<file path="src/rtl/piso_shift_165.sv">
// ---------------------------------------------------------------------------
// piso_shift_165
//   Parallel-in, serial-out shift register transmitter (74x165 style).
//   A WIDTH-bit word is captured on LOAD while idle and shifted out one bit
//   per clock. The vacated end of the register is filled from SER so that
//   several stages can be cascaded. INH freezes the shifter, counter and state.
//
// Parameters
//   WIDTH     word length in bits (>= 2)
//   MSB_FIRST 1: D[WIDTH-1] leaves first; 0: D[0] leaves first
//
// Ports
//   CLK    system clock, rising edge
//   RST    asynchronous active-high reset
//   D      parallel data word
//   LOAD   load request, accepted only while idle and not inhibited
//   SER    cascade serial input
//   INH    clock inhibit (holds everything while 1)
//   Q      serial data out (head bit of the register)
//   Q_N    complement of Q
//   READY  1 while idle and able to accept LOAD
//   DONE   one-cycle pulse after the last bit-time of a word
// ---------------------------------------------------------------------------
module piso_shift_165 #(
    parameter int WIDTH     = 8,
    parameter bit MSB_FIRST = 1'b1
) (
    input  logic             CLK,
    input  logic             RST,
    input  logic [WIDTH-1:0] D,
    input  logic             LOAD,
    input  logic             SER,
    input  logic             INH,
    output logic             Q,
    output logic             Q_N,
    output logic             READY,
    output logic             DONE
);

    localparam int CW = (WIDTH > 1) ? $clog2(WIDTH) : 1;

    typedef enum logic {
        IDLE  = 1'b0,
        SHIFT = 1'b1
    } state_t;

    state_t           state;
    logic [WIDTH-1:0] shreg;
    logic [WIDTH-1:0] shifted;
    logic [CW-1:0]    count;
    logic             done_r;

    // Next register contents for one shift toward the Q end, SER entering
    // the far end.
    always_comb begin
        shifted = shreg;
        if (MSB_FIRST) begin
            shifted = {shreg[WIDTH-2:0], SER};
        end else begin
            shifted = {SER, shreg[WIDTH-1:1]};
        end
    end

    always_ff @(posedge CLK or posedge RST) begin
        if (RST) begin
            state  <= IDLE;
            shreg  <= '0;
            count  <= '0;
            done_r <= 1'b0;
        end else begin
            // DONE is a single-cycle pulse even when INH is asserted.
            done_r <= 1'b0;
            case (state)
                IDLE: begin
                    if (LOAD && !INH) begin
                        shreg <= D;
                        count <= CW'(WIDTH - 1);
                        state <= SHIFT;
                    end
                end
                SHIFT: begin
                    // LOAD is deliberately ignored here; it is not queued.
                    if (!INH) begin
                        shreg <= shifted;
                        if (count != '0) begin
                            count <= count - CW'(1);
                        end else begin
                            state  <= IDLE;
                            done_r <= 1'b1;
                        end
                    end
                end
                default: state <= IDLE;
            endcase
        end
    end

    assign Q     = MSB_FIRST ? shreg[WIDTH-1] : shreg[0];
    assign Q_N   = ~Q;
    assign READY = (state == IDLE);
    assign DONE  = done_r;

endmodule

</file>
<file path="config.mk">
export PLATFORM = sky130hd
export DESIGN_NAME = piso_shift_165
export DESIGN_NICKNAME = d
export VERILOG_FILES = /design/src/rtl/piso_shift_165.sv
export SDC_FILE = /design/constraint.sdc
export NUM_CORES = 1
export LEC_CHECK = 0
export ABC_AREA = 1
export ABC_CLOCK_PERIOD_IN_PS = 1600
export BUFFER_PORTS_ARGS = -buffer_cell sky130_fd_sc_hd__buf_2
export CORE_MARGIN = 1
export CORE_UTILIZATION = 45
export DETAILED_ROUTE_END_ITERATION = 10
export HOLD_SLACK_MARGIN = 0.03
export PLACE_DENSITY = 0.65
export REMOVE_ABC_BUFFERS = 1
export SLEW_MARGIN = 20
export SYNTH_ARGS = -nofsm -noshare
export SYNTH_HDL_FRONTEND = slang
export SYNTH_SLANG_ARGS = --single-unit
</file>
<file path="constraint.sdc">
create_clock -name CLK -period 1.6 [get_ports CLK]
set_clock_uncertainty 0.1 [all_clocks]
set_input_delay 0.32 -clock CLK [delete_from_list [all_inputs] [get_ports CLK]]
set_output_delay 0.32 -clock CLK [all_outputs]
set_load 0.01 [all_outputs]
</file>
==> flow_metrics.py, run 1 <==
metrics = {
    "drt": {
        "drc": 0,
        "totalWireLength_mm": 1.48,
        "drtPass1Iterations": 4,
        "detail_route.wl_per_cell_um": 11.2,
        "vias_per_cell": 4.88,
        "ant_nets": 0,
        "vias": 649,
        "drt_iter0_markers": 19,
    },
    "worst_setup_path": {
        "cp.arrival_ns": 1.12,
        "critical_path_class": "reg -> out",
        "cp_top_family": "flip-flops",
        "crit_path_cell_trace": "inv_2 -> buf_2",
        "startpoint": "state$_DFF_PP0_",
        "path_buf_inv": 2,
        "cp_slowest_cell": "dfrtp_1",
        "r2r_start": "state$_DFF_PP0_",
        "path_max_fanout": 12,
        "critPathMaxStageDelay_ns": 0.46,
        "worstSetupStartpointType": "register",
        "endpoint_kind": "primary output",
        "crit_required_ns": 1.18,
    },
    "hold_path": {
        "hold_class": "in -> reg",
        "hold_start": "INH",
    },
    "clock_tree": {
        "cts_htree_levels": 1,
        "clkSinkCount": 13,
        "cts_buffer_depth": 2,
        "root_buffer": "clkbuf_4",
        "post_cts_buffers": 0,
        "cts-resized-gates": 0,
        "path_clk_slew_ns": 0.09,
        "worstSkewPairLatency_ns": 0.28,
        "hold_buffers": 1,
        "cts_buffers": 3,
        "cts_tree": "built",
    },
    "finish": {
        "diodes": 0,
        "final_core_util_pct": 60.3,
        "final_common_cell": "nand2_1",
        "synthToLayoutAreaGrowth_pct": 20.8,
        "fin_cells": 133,
        "final_cell_mix": "62 x nand2_1, 16 x buf_2, 13 x dfrtp_1",
        "layout-drive-gt1-share_pct": 20.3,
        "nets": 134,
    },
    "sta": {
        "whs_ns": 0.137,
        "tightest_slew_ns": 0.509,
        "final-hold-violation-count": 0,
        "rsz0062_at_grt": "false",
        "fin_crit_ns": 1.54,
        "slew_violations": 0,
        "maxSlewHeadroom_pct": 66.0,
        "max_freq_mhz": 650,
        "setup_viol": 0,
        "finalSetupTns_ns": 0,
        "final.period_utilization_pct": 96.1,
    },
    "placed_design": {
        "numPortBuffers": 16,
        "gp_congestion": 0.842,
        "post-place-cells": 128,
        "hpwlAfterDp_mm": 1.05,
    },
    "power": {
        "power.density_nw_per_um2": 1750,
        "total_leakage_power_nw": 0.506,
        "ir_drop_mv": 0.639,
    },
    "floorplanning": {
        "ios": 17,
        "die_area_um2": 1660,
        "dieWidth_um": 40.7,
        "coreArea_um2": 1350,
        "rows": 13,
        "start_util_pct": 50.0,
        "fp.dieH_um": 40.7,
    },
    "logic_synthesis": {
        "synth.ff_latch_count": 13,
        "syn_area_per_cell_um2": 6.95,
        "syn-cell-area_um2": 674,
        "netlist_instances": 97,
        "post_synth_num_cell_types": 11,
        "ys_top_cells_by_area": "dfrtp_1 48%, nand2_1 35%, inv_1 3.9%, ha_1 3.7%, nand3_1 3.7%",
        "synth_top_area_share_pct": 48.2,
        "yosysSeqAreaShare_pct": 48.2,
        "synth_warnings": 0,
        "yosysTopAreaCell": "dfrtp_1",
    },
    "grt": {
        "grt_start_max_net_pins": 14,
        "gr-total-overflow": 0,
        "antenna_found_initial": 0,
        "grt_usage_pct": 21.4,
        "grt_pass1_vias": 530,
        "grt_first_pass_wirelength_mm": 2.19,
    },
    "run": {
        "maxCapViolations": 0,
    },
    "outcome": {
        "status": "finished, final reports clean",
    },
}
## flip-flops by register name, summed over array words and instances (netlist names)
signal / cells
DONE: 1
count: 3
state: 1
shreg: 8
## cell families after synthesis
logic type | share of synthesized area, %
simple gates | 39.5
flops | 48.2
buf+inv | 6.49
compound gates | 2.04
fa+ha+maj | 3.71
## metal layers
| layer | GRT usage [%] | vias up | routed length [µm] |
|---|---|---|---|
| met4 | 15.0 | 0 | 36 |
| met5 | 0 | - | 0 |
| li1 | - | 336 | - |
| met3 | 3.26 | 5 | 56 |
| met2 | 34.1 | 20 | 677 |
| met1 | 26.3 | 288 | 714 |
## final timing paths
| check | endpoint | slack (ns) | cells past startpoint |
|---|---|---|---|
| worst max-delay path | READY | 0.06 | 2 |
| worst min-delay path | DONE$_DFF_PP0_ | 0.14 | 2 |
| worst max register to register | count[0]$_DFFE_PP0P_ | 0.27 | 5 |
| worst min register to register | shreg[2]$_DFFE_PP0P_ | 0.39 | 2 |
| max in group asynchronous | shreg[6]$_DFFE_PP0P_ | 0.55 | 3 |
| min in group asynchronous | count[0]$_DFFE_PP0P_ | 0.50 | 3 |
## synthesized netlist by cell type
| library cell | n |
|---|---|
| inv_1 | 7 |
| nand2_1 | 62 |
| dfrtp_1 | 13 |
| inv_2 | 2 |
| nand3_1 | 5 |
| o21ai_2 | 1 |
| ha_1 | 2 |
| o21ai_0 | 1 |
| nor3_1 | 1 |
| buf_2 | 2 |
| nor2_1 | 1 |
## layout make-up
cell class,instances,area [µm²]
fill,137,536
sequential,13,325
multi-input combinational,73,305
timing repair buffer,19,105
inverter,9,33.8
clock buffer,4,26.3
tap,15,18.8
## stage by stage
| stage | worst slack [ns] | power (mW) | cell area (µm²) |
|---|---|---|---|
| floorplan | 0.341 | 1.01 | 664 |
| global placement | 0.372 | 1.19 | 778 |
| detailed placement | 0.313 | 1.21 | 778 |
| CTS | 0.0701 | 1.43 | 815 |
| global route | 0.000478 | 1.57 | 815 |
| finish | 0.0624 | 1.43 | 815 |
## power by group
part	switching, mW	internal (mW)	leakage, nW
clock	0.117	0.0969	0.0150
sequential	0.107	0.474	0.162
combinational	0.393	0.240	0.330
Note: power is estimated with default switching activity, not from simulation.
==> run 2: changes to the inputs <==
--- a/config.mk
+++ b/config.mk
@@ -6,7 +6,7 @@
 export NUM_CORES = 1
 export LEC_CHECK = 0
 export ABC_AREA = 1
-export ABC_CLOCK_PERIOD_IN_PS = 1600
+export ABC_CLOCK_PERIOD_IN_PS = 1500
 export BUFFER_PORTS_ARGS = -buffer_cell sky130_fd_sc_hd__buf_2
 export CORE_MARGIN = 1
 export CORE_UTILIZATION = 45
==> constraint.sdc (replaced) <==
create_clock -name CLK -period 1.5 [get_ports CLK]
set_clock_uncertainty 0.1 [all_clocks]
set_input_delay 0.3 -clock CLK [delete_from_list [all_inputs] [get_ports CLK]]
set_output_delay 0.3 -clock CLK [all_outputs]
set_load 0.01 [all_outputs]
==> run 2 against run 1 <==
Non-clock buffer count did not move; die area unchanged; sequential share of layout area fell by 0.12 points; combinational power rose by 6.5%; cell count is the same; critical path depth stayed put; wire length is 9.4% lower; setup slack gained 0.014 ns; flip-flop and latch count did not move; largest power group unchanged; highest routed layer unchanged.
==> flow_metrics.py, run 2 (synthesis gave the netlist of run 1 again) <==
metrics = {
    "outcome": {
        "status": "finished, final reports clean",
    },
    "grt": {
        "gr-total-overflow": 0,
        "use_met1_pct": 28.1,
        "grt_pass1_vias": 507,
        "met3_usage_pct": 3.26,
        "top_usage_layer": "met2",
        "grt_first_pass_wirelength_mm": 2.17,
        "antenna_found_initial": 0,
        "grt_usage_pct": 19.9,
        "grt_start_max_net_pins": 14,
        "gr-usage-met2_pct": 30.2,
    },
    "placed_design": {
        "numPortBuffers": 16,
        "post-place-cells": 128,
        "hpwlAfterDp_um": 979,
        "place_area_um2": 778,
        "gp_congestion": 0.765,
    },
    "clock_tree": {
        "cts_htree_levels": 1,
        "root_buffer": "clkbuf_4",
        "clkSinkCount": 13,
        "path_clk_slew_ns": 0.08,
        "post_cts_buffers": 0,
        "cts_buffer_depth": 2,
        "cts_buffers": 3,
        "cts_tree": "built",
        "worstSkewPairLatency_ns": 0.27,
    },
    "floorplanning": {
        "start_util_pct": 50.0,
        "fp.dieH_um": 40.7,
        "die_area_um2": 1660,
        "coreArea_um2": 1350,
        "dieWidth_um": 40.7,
        "ios": 17,
        "rows": 13,
    },
    "worst_setup_path": {
        "r2r_start": "count[0]$_DFFE_PP0P_",
        "path_buf_inv": 2,
        "rr_endpoint": "count[0]$_DFFE_PP0P_",
        "path_max_fanout": 12,
        "r2r_slack_ns": 0.23,
        "critical_path_class": "reg -> out",
        "critPathMaxStageDelay_ns": 0.46,
        "cp_top_family": "flip-flops",
        "endpoint_kind": "primary output",
        "worstSetupStartpointType": "register",
        "cp.depth": 2,
        "cp.arrival_ns": 1.02,
        "cp_slowest_cell": "dfrtp_1",
        "crit_path_cell_trace": "inv_4 -> buf_2",
        "worstRegToRegCells": 7,
        "crit_required_ns": 1.10,
    },
    "drt": {
        "drt_iter0_markers": 16,
        "ant_nets": 0,
        "totalWireLength_mm": 1.34,
        "vias": 613,
        "vias_per_cell": 4.61,
        "drtPass1Iterations": 4,
        "drc": 0,
        "detail_route.wl_per_cell_um": 10.1,
    },
    "finish": {
        "synthToLayoutAreaGrowth_pct": 21.2,
        "nets": 134,
        "reg.largest.list": "shreg: 8 flops, count: 3 flops",
        "diodes": 0,
        "fin_area_um2": 817,
        "final_cell_mix": "62 x nand2_1, 16 x buf_2, 13 x dfrtp_1",
        "final_core_util_pct": 60.5,
        "regMostFlops": "shreg",
        "final_common_cell": "nand2_1",
        "regArea_um2": 325,
        "largest_reg_flops": 8,
        "fin_cells": 133,
        "fill_cells": 136,
        "layout-drive-gt1-share_pct": 20.3,
        "multiInputGateArea_um2": 305,
    },
    "hold_path": {
        "hold_end": "DONE$_DFF_PP0_",
        "hold_start": "INH",
        "min_path_cells": 2,
        "hold_class": "in -> reg",
    },
    "sta": {
        "max_freq_mhz": 703,
        "final-hold-violation-count": 0,
        "rsz0062_at_grt": "false",
        "slew_violations": 0,
        "fin_crit_ns": 1.42,
        "finalSetupTns_ns": 0,
        "setup_viol": 0,
        "final.period_utilization_pct": 94.9,
        "maxSlewHeadroom_pct": 66.5,
        "tightest_slew_ns": 0.501,
    },
    "power": {
        "p_seq_share_pct": 40.7,
        "ir_drop_mv": 0.845,
        "p_sw_mw": 0.632,
        "netSwitchingFraction_pct": 42.1,
        "combPwrFrac_pct": 44.9,
        "power_frac_clock_pct": 14.4,
        "internal_power_mw": 0.869,
        "power.density_nw_per_um2": 1840,
        "power_mw": 1.50,
        "total_leakage_power_nw": 0.506,
    },
    "run": {
        "maxCapViolations": 0,
    },
}
run 2: routing by layer:
| metal | share of wire (%) | up-vias |
|---|---|---|
| met5 | 0 | - |
| met4 | 0.89 | 0 |
| met3 | 2.8 | 2 |
| met2 | 46 | 11 |
| met1 | 50 | 264 |
| li1 | - | 336 |
run 2: layout make-up:
type                       instances  share of cell area (%)
inverter                           9                    4.44
tap                               15                    2.30
multi-input combinational         73                    37.4
clock buffer                       4                    3.22
timing repair buffer              19                    12.9
sequential                        13                    39.8
run 2: worst max path at each step:
| stage | from | to | slack [ns] |
|---|---|---|---|
| final | state$_DFF_PP0_ | READY | 0.08 |
| after global routing | state$_DFF_PP0_ | READY | 0.01 |
| after CTS | state$_DFF_PP0_ | READY | 0.02 |
| after detailed placement | count[0]$_DFFE_PP0P_ | count[0]$_DFFE_PP0P_ | 0.25 |
| after global placement | state$_DFF_PP0_ | count[2]$_DFFE_PP0P_ | 0.26 |
| after floorplan | state$_DFF_PP0_ | count[1]$_DFFE_PP0P_ | 0.24 |
run 2: power groups by stage:
stage	clock (mW)	sequential, mW	combinational (mW)
after global routing	0.234	0.635	0.801
after global placement	0	0.611	0.666
after floorplan	0	0.620	0.454
after CTS	0.224	0.609	0.680
after detailed placement	0	0.615	0.676
final	0.216	0.611	0.674
run 2: per-stage QoR:
| stage | hold WS, ns | setup WS [ns] |
|---|---|---|
| after CTS | 0.123 | 0.0160 |
| after global routing | 0.142 | 0.00989 |
| after floorplan | 0.0770 | 0.241 |
| final | 0.126 | 0.0766 |
| after global placement | 0.255 | 0.258 |
| after detailed placement | 0.250 | 0.246 |
run 2: what timing repair did:
action	4_1_cts	5_1_grt
gates resized for setup	0	1
setup endpoints to repair	0	1
hold endpoints to repair	13	0
hold buffers	1	0
==> run 3: changes to the inputs <==
--- a/config.mk
+++ b/config.mk
@@ -10,7 +10,9 @@
 export BUFFER_PORTS_ARGS = -buffer_cell sky130_fd_sc_hd__buf_2
 export CORE_MARGIN = 1
 export CORE_UTILIZATION = 45
+export CTS_BUF_LIST = sky130_fd_sc_hd__clkbuf_8
 export DETAILED_ROUTE_END_ITERATION = 10
+export GPL_ROUTABILITY_DRIVEN = 0
 export HOLD_SLACK_MARGIN = 0.03
 export PLACE_DENSITY = 0.65
 export REMOVE_ABC_BUFFERS = 1
==> run 3 against run 2 <==
Critical path depth unchanged; non-clock buffer count unchanged; sequential share of layout area fell by 0.89 points; global-route usage grew 0.46 points; count of clock-buffer cells in the layout down 1; register-to-register slack barely moved; setup slack better by 0.037 ns; critical endpoint unchanged; largest cell class unchanged.
==> flow_metrics.py, run 3 (synthesis gave the netlist of run 1 again) <==
metrics = {
    "placed_design": {
        "hpwlAfterDp_um": 979,
        "pre_cts_ws_ns": 0.246,
        "post-place-cells": 128,
        "numPortBuffers": 16,
    },
    "grt": {
        "grt_usage_pct": 20.4,
        "antenna_found_initial": 0,
        "grt_first_pass_wirelength_mm": 2.19,
        "grt_pass1_vias": 513,
        "gr-total-overflow": 0,
        "grt_start_max_net_pins": 14,
    },
    "worst_setup_path": {
        "crit_required_ns": 1.10,
        "critical_path_class": "reg -> out",
        "r2r_slack_ns": 0.23,
        "startpoint": "state$_DFF_PP0_",
        "crit_end": "READY",
        "worstSetupStartpointType": "register",
        "worstRegToRegCells": 7,
        "endpoint_kind": "primary output",
        "path_max_fanout": 12,
        "rr_endpoint": "count[0]$_DFFE_PP0P_",
        "r2r_start": "count[0]$_DFFE_PP0P_",
        "cp.arrival_ns": 0.99,
    },
    "drt": {
        "drtPass1Iterations": 4,
        "vias_per_cell": 4.56,
        "detail_route.wl_per_cell_um": 10.1,
        "drc": 0,
        "ant_nets": 0,
        "totalWireLength_mm": 1.34,
        "drt_iter0_markers": 2,
        "vias": 606,
    },
    "finish": {
        "diodes": 0,
        "layout-drive-gt1-share_pct": 20.3,
        "final_common_cell": "nand2_1",
        "nets": 134,
        "synthToLayoutAreaGrowth_pct": 23.9,
        "regMostFlops": "shreg",
        "fill_cells": 131,
        "fin_cells": 133,
        "reg.largest.list": "shreg: 8 flops, count: 3 flops",
        "final_cell_mix": "62 x nand2_1, 16 x buf_2, 13 x dfrtp_1",
        "largest_reg_flops": 8,
    },
    "hold_path": {
        "hold_class": "in -> reg",
    },
    "clock_tree": {
        "path_clk_slew_ns": 0.06,
        "cts_buffers": 3,
        "post_cts_buffers": 0,
        "clkSinkCount": 13,
        "worstSkewPairLatency_ns": 0.24,
        "root_buffer": "clkbuf_8",
        "cts_htree_levels": 1,
        "cts_tree": "built",
        "cts_buffer_depth": 2,
    },
    "floorplanning": {
        "start_util_pct": 50.0,
        "rows": 13,
        "coreArea_um2": 1350,
        "die_area_um2": 1660,
        "fp.dieH_um": 40.7,
        "dieWidth_um": 40.7,
        "ios": 17,
    },
    "sta": {
        "final.period_utilization_pct": 92.5,
        "max_freq_mhz": 721,
        "slew_violations": 0,
        "final-hold-violation-count": 0,
        "tightest_slew_ns": 0.500,
        "layout_setup_ws_ns": 0.113,
        "fin_crit_ns": 1.39,
        "setup_viol": 0,
        "rsz0062_at_grt": "false",
        "finalSetupTns_ns": 0,
        "maxSlewHeadroom_pct": 66.6,
    },
    "power": {
        "total_leakage_power_nw": 0.518,
        "ir_drop_mv": 0.835,
        "power.density_nw_per_um2": 1900,
    },
    "run": {
        "maxCapViolations": 0,
    },
    "outcome": {
        "status": "finished, final reports clean",
    },
}
-- run 3: layer usage --
| metal | track usage, % | share of wire (%) | vias up |
|---|---|---|---|
| li1 | - | - | 334 |
| met1 | 27.8 | 51 | 259 |
| met2 | 31.0 | 46 | 11 |
| met3 | 4.89 | 2.8 | 2 |
| met4 | 7.50 | 0.89 | 0 |
| met5 | 0 | 0 | - |
-- run 3: layout make-up --
class                           count  area, µm²  share of cell area, %
Clock buffer                        3       41.3                   4.94
Timing Repair Buffer               19        105                   12.6
Clock inverter                      1       3.75                  0.449
Tap cell                           15       18.8                   2.25
Multi-Input combinational cell     73        305                   36.5
Sequential cell                    13        325                   38.9
Inverter                            9       36.3                   4.34
-- run 3: power breakdown --
| group | internal [mW] | switching (mW) |
|---|---|---|
| Clock | 0.180 | 0.124 |
| Sequential | 0.507 | 0.106 |
| Combinational | 0.261 | 0.412 |
| Total | 0.948 | 0.642 |
-- run 3: worst min path at each step --
stage,cells past startpoint,slack [ns],startpoint,to
after CTS,2,0.16,INH,DONE$_DFF_PP0_
final,2,0.16,INH,DONE$_DFF_PP0_
after detailed placement,2,0.25,RST,shreg[4]$_DFFE_PP0P_
after floorplan,1,0.08,RST,DONE$_DFF_PP0_
after global placement,2,0.26,RST,shreg[4]$_DFFE_PP0P_
after global routing,2,0.18,INH,DONE$_DFF_PP0_
-- run 3: what timing repair did --
item	CTS	global route
hold buffers	1	0
endpoints found under the hold margin	13	0
setup endpoints to repair	0	1
resized for setup	0	1
-- run 3: stage by stage --
stage               hold slack, ns  util, %  power (mW)  instance area, µm²
floorplan                   0.0770        -        1.07                 664
global placement             0.255     57.6        1.28                 778
detailed placement           0.250     57.6        1.29                 778
CTS                          0.163     61.7        1.60                 833
global route                 0.178     61.9        1.76                 836
finish                       0.159     61.9        1.59                 836
-- run 3: worst max-delay path: stages, from the launching register on --
cell and delay, ns:
dfrtp_1 0.45, inv_4 0.15, buf_2 0.15
